## src/rtl/updown_counter.sv

```systemverilog
// Parametrised up/down modulo counter with parallel load, terminal-count decode and wrap pulse.
// Define UPDOWN_COUNTER_SATURATE_EN to saturate at the end values instead of wrapping.
module updown_counter #(
    parameter int unsigned     WIDTH     = 4,
    parameter longint unsigned MAX_COUNT = (64'd1 << WIDTH) - 64'd1
) (
    input  logic             clock,
    input  logic             reset,
    input  logic             enable,
    input  logic             up_down,
    input  logic             load,
    input  logic [WIDTH-1:0] load_value,
    output logic [WIDTH-1:0] counter_out,
    output logic             terminal_count,
    output logic             wrap
);

    localparam longint unsigned FULL_RANGE = (64'd1 << WIDTH) - 64'd1;

    // Reject illegal configurations at elaboration time
    generate
        if (WIDTH < 1 || WIDTH > 32) begin : g_bad_width
            $error("updown_counter: WIDTH must be in 1..32");
        end
        if (MAX_COUNT < 1 || MAX_COUNT > FULL_RANGE) begin : g_bad_max
            $error("updown_counter: MAX_COUNT must be in 1..2**WIDTH-1");
        end
    endgenerate

    localparam logic [WIDTH-1:0] MAX_VAL = WIDTH'(MAX_COUNT);
    localparam logic [WIDTH-1:0] ONE     = WIDTH'(1);

    logic [WIDTH-1:0] count_nxt;
    logic             wrap_nxt;

    assign terminal_count = up_down ? (counter_out == MAX_VAL) : (counter_out == '0);

    // Next count: load beats enable; at an end value either wrap or saturate
    always_comb begin
        count_nxt = counter_out;
        wrap_nxt  = 1'b0;
        if (load) begin
            count_nxt = (load_value > MAX_VAL) ? MAX_VAL : load_value;
        end else if (enable) begin
            if (up_down) begin
                if (counter_out == MAX_VAL) begin
`ifdef UPDOWN_COUNTER_SATURATE_EN
                    count_nxt = MAX_VAL;
`else
                    count_nxt = '0;
`endif
                    wrap_nxt  = 1'b1;
                end else begin
                    count_nxt = counter_out + ONE;
                end
            end else begin
                if (counter_out == '0) begin
`ifdef UPDOWN_COUNTER_SATURATE_EN
                    count_nxt = '0;
`else
                    count_nxt = MAX_VAL;
`endif
                    wrap_nxt  = 1'b1;
                end else begin
                    count_nxt = counter_out - ONE;
                end
            end
        end
    end

    always_ff @(posedge clock) begin
        if (reset) begin
            counter_out <= '0;
            wrap        <= 1'b0;
        end else begin
            counter_out <= count_nxt;
            wrap        <= wrap_nxt;
        end
    end

endmodule

```

## config.mk

```make
export PLATFORM = sky130hd
export DESIGN_NAME = updown_counter
export DESIGN_NICKNAME = d
export VERILOG_FILES = /design/src/rtl/updown_counter.sv
export SDC_FILE = /design/constraint.sdc
export NUM_CORES = 1
export LEC_CHECK = 0
export ABC_AREA = 0
export BUFFER_PORTS_ARGS = -buffer_cell sky130_fd_sc_hd__buf_4
export CORE_AREA = 2 2 39 41
export DETAILED_ROUTE_END_ITERATION = 8
export DIE_AREA = 0 0 41 43
export SYNTH_ARGS = -nofsm -noshare
export SYNTH_HDL_FRONTEND = slang
export SYNTH_SLANG_ARGS = --single-unit
```

## constraint.sdc

```tcl
create_clock -name clock -period 1.48 [get_ports clock]
set_clock_uncertainty 0.05 [all_clocks]
set_input_delay 0.148 -clock clock [delete_from_list [all_inputs] [get_ports clock]]
set_output_delay 0.148 -clock clock [all_outputs]
set_load 0.05 [all_outputs]
```

* Word level (Yosys, flattened, before mapping)
Index checks and enable logic that the tools add are counted.
Operators by class: add/subtract/negate cells 2, magnitude comparators 1, equal/unequal tests 1, multiplexer cells 10, bitwise logic cells 1, reductions and logical operators 3
Operators by type and width (number):
- 4-bit 2-to-1 mux | 6
- 4-bit by 1-bit adder with 4-bit output, second input constant | 1
- 4-bit equality test, second input constant | 1
- 4-bit > comparator, second input constant | 1
- 4-bit logical NOT | 1
- 1-bit 2-to-1 mux | 4
- 4-bit by 1-bit subtractor with 4-bit output, second input constant | 1
- 3-bit OR reduction | 1
- 2-bit nonzero test | 1
- 1-bit NOT | 1
Word-level totals: flip-flop bits (word level) 5, bits of input ports 9, output and inout port bits 6, word-level logic and storage cells 20

* Logic depth before layout (Yosys ltp)
depth after elaboration 5, gate-level depth with buffers 6, mapped depth without buffers 6

* Least setup slack after synthesis
Ideal clock, no wire load.
path kind reg2reg, start register counter_out[1], end register wrap, setup time 0.066 ns, arrival time 2.361 ns, required time 1.364 ns, path slack -0.997 ns, cell stages (with the launch flop) 6, buffers on the path 0, clock period less this slack 2.477 ns, cells stage by stage dfxtp_1 -> inv_1 -> ha_1 -> nand2b_1 -> o31ai_1 -> and3b_1
Between the ends: word-level cells in the longest chain between the ends 3, elaborated cells on any way between the ends 5, those cells by class eq/ne: 1; mux: 3; reduce/logical: 1
RTL lines:
- from (decl) | line 13 | output logic [WIDTH-1:0] counter_out,
- from (signal assigned) | line 76 | counter_out <= count_nxt;
- 4-bit equality test or 4-bit logical NOT (tied branches) | line 46, 57
- 1-bit 2-to-1 mux, on equally long branches | line 46, 57
- 1-bit 2-to-1 mux (*) | line 45 | if (up_down) begin
- to (signal assigned) | line 77 | wrap <= wrap_nxt;
- to (decl) | line 15 | output logic wrap
Mark *: on every way between the ends. The rest lies on a longest branch, timed or not. A chain may end at the register's enable or synchronous reset.

* Worst setup path after layout
start register counter_out[1], end output terminal_count
Between the ends: word-level cells in the longest chain between the ends 2, elaborated cells on any way between the ends 3, those cells by class eq/ne: 1; mux: 1; reduce/logical: 1
RTL lines:
- 4-bit equality test or 4-bit logical NOT (tied branches) | line 36 | assign terminal_count = up_down ? (counter_out == MAX_VAL) : (counter_out == '0);
- 1-bit 2-to-1 mux (*) | line 36
- to (decl) | line 14 | output logic terminal_count,
Marked as above.

==> flow_metrics.env <==
export IMPL_antenna_violating_nets_remaining=0
export IMPL_cts_sinks=5
export IMPL_routedWlPerCell_um=10.8
export IMPL_crit_chain="inv_2 > ha_4 > nand2b_4 > o31ai_4 > buf_6"
export IMPL_cp_required_ps=1280
export IMPL_finalCritPeriodShare_pct=98.4
export IMPL_clk_latency_ps=240
export IMPL_timing_slew_headroom_pct=81.6
export IMPL_synth_sequential_area_ratio_pct=28.7
export IMPL_powerDensity_nw_per_um2=891
export IMPL_cts_path_max_buffers=2
export IMPL_synth_top_cells_by_area="dfxtp_1, xnor2_1, a21oi_1"
export IMPL_max_cap_violations=0
export IMPL_worst_hold_slack_ps=43.8
export IMPL_antenna_found_initial=0
export IMPL_worst_path_max_delay_cell="dfxtp_4"
export IMPL_power_uw=511
export IMPL_globalRouteOverflowTotal=0
export IMPL_synthTopCellsByCount="a21oi_1, dfxtp_1, inv_1, nor2_1, xnor2_1"
export IMPL_startpoint_type="flop"
export IMPL_setup_viol_count_final=0
export IMPL_yosysTopAreaCellShare_pct=28.7
export IMPL_finalNetCount=75
export IMPL_postSynthAreaPerCell_um2=8.12
export IMPL_leakagePower_nw=0.253
export IMPL_post_synth_xor_area_fraction_pct=7.53
export IMPL_tritoncts="built"
export IMPL_synth_simple_area_share_pct=17.2
export IMPL_run_status="complete, no violations"
export IMPL_grt_setup_unrepaired="true"
export IMPL_yosys_area_share_adder_pct=7.17
export IMPL_route_vias_total=374
export IMPL_initial_core_util_pct=25.2
export IMPL_synth_compound_area_share_pct=30.1
export IMPL_residual_drc_count=0
export IMPL_drive_above_1_share_pct=49.2
export IMPL_gp_congestion=0.662
export IMPL_wl_met3_um=80
export IMPL_yosysWarnings=0
export IMPL_worst_slew_pin_slew_ps=273
export IMPL_dr_first_iter_drc_count=15
export IMPL_pin_count=15
export IMPL_cp_end_kind="output port"
export IMPL_hpwlAfterDp_um=632
export IMPL_detail_route_first_pass_iterations=4
export IMPL_top_routing_layer_in_use="met3"
export IMPL_grt_total_usage_pct=11.3
export IMPL_hp_class="in -> reg"
export IMPL_pin_count_of_the_biggest_net_entering_global_routing=10
export IMPL_synth_top_family_by_area="compound AO/OA/AOI/OAI gates"
export IMPL_port_buffers=14
export IMPL_viasPerCell=4.73
export IMPL_design_die_area_um2=1760
export IMPL_clock_tree_root_cell="clkbuf_4"
export IMPL_wl_met2_um=368
export IMPL_totalWireLength_um=851
export IMPL_synth_distinct_cells=23
export IMPL_cts_made_buffers=3
export IMPL_synth_largest_area_cell="dfxtp_1"
export IMPL_grt_pass1_wl_um=1390
export IMPL_synth_edff_count=0
export IMPL_highest_clock_rate_mhz=686
export IMPL_finalCriticalPeriod_ps=1460
export IMPL_worstPathArrival_ps=1260
export IMPL_multiplexer_fraction_of_the_synthesized_cell_area_pct=2.87
export IMPL_final_hold_viol_count=0
export IMPL_max_stage_delay_ps=360
export IMPL_criticalPathCategory="reg -> out"
export IMPL_post_synthesis_to_final_layout_area_growth_pct=64.2
export IMPL_mappedNetlistArea_um2=349
export IMPL_vdd_drop_max_mv=0.361
export IMPL_mappedNetlistNets=54
export IMPL_slew_violations=0
export IMPL_wl_met1_um=402
export IMPL_floorplan_die_height_um=43
export IMPL_floorplan_core_area_um2=1380
export IMPL_htree_num_levels=1
export IMPL_clkSlewWorstSetupHoldPaths_ps=50
export IMPL_fin_tns_setup_ps=0
export IMPL_synthCells=43
export IMPL_flop_and_latch_count_out_of_synthesis=5
export IMPL_width_of_the_die_um=41
export IMPL_critPathTopFamily="flip-flops"
export IMPL_path_buf_inv=2
export IMPL_antennaDiodeCount=0
export IMPL_first_global_vias=331
export IMPL_postSynth_topFlopCell="dfxtp_1"
export IMPL_critical_path_peak_fanout=7
export IMPL_synth_async_reset_ratio_pct=0
export IMPL_num_rows=14
==> layer usage <==
metal	vias up	track usage, %
li1	190	-
met1	167	15.4
met2	17	16.6
met3	0	4.71
met4	0	2.00
met5	-	0
==> path summary, 6_finish.rpt <==
kind	slack, ps	to	startpoint	cells after the start
setup / recovery	20	terminal_count	counter_out[1]	5
hold / removal	40	counter_out[0]	reset	2
setup reg to reg	100	counter_out[3]	counter_out[2]	4
hold reg to reg	610	wrap	counter_out[2]	2
==> repair_timing <==
action	4_1_cts	5_1_grt
endpoints found under the setup margin	1	1
gates resized for setup	2	0
cloned	0	0
pin swaps	1	0
hold endpoints to repair	0	0
buffers inserted	2	0
hold buffers	0	0
==> layout make-up <==
type	count	area [um2]
clock buffer	4	26.3
fill	151	811
timing repair buffer	17	131
inverter	5	21.3
tap	16	20.0
sequential	5	111
multi-input combinational	32	263
==> kinds of logic after synthesis <==
| group | Yosys count |
|---|---|
| flops | 5 |
| compound gates | 15 |
| buf+inv | 6 |
| mux | 1 |
| simple gates | 11 |
| fa+ha+maj | 2 |
| xor+xnor | 3 |
==> metrics by stage <==
| stage | utilization, % | setup WS, ps | std cells | cell area [um2] |
|---|---|---|---|---|
| floorplan | - | -89.1 | 43 | 397 |
| global placement | 38.0 | 122 | 73 | 526 |
| detailed placement | 38.0 | 102 | 73 | 526 |
| CTS | 41.4 | 13.2 | 79 | 573 |
| global route | 41.4 | -37.9 | 79 | 573 |
| finish | 41.4 | 23.1 | 79 | 573 |
==> sequential cells by signal, indices dropped and copies added, names as in the netlist <==
name,cells
counter_out,4
wrap,1
==> cells in the final DEF (no fill, tap or decap), types with 3 or more instances in the layout <==
| cell type | netlist | layout |
|---|---|---|
| clkbuf_4 | 0 | 3 |
| xnor2_1 | 3 | 3 |
| buf_4 | 0 | 16 |
| nor2_1 | 3 | 3 |
| a21oi_1 | 5 | 5 |
| dfxtp_4 | 0 | 3 |
==> power by group <==
| part | internal (mW) | switching [mW] | leakage [nW] | total (mW) |
|---|---|---|---|---|
| clock | 0.103 | 0.0651 | 0.0150 | 0.168 |
| combinational | 0.0841 | 0.101 | 0.195 | 0.185 |
| sequential | 0.144 | 0.0138 | 0.0432 | 0.158 |
Power figures use the tool's default switching activity.
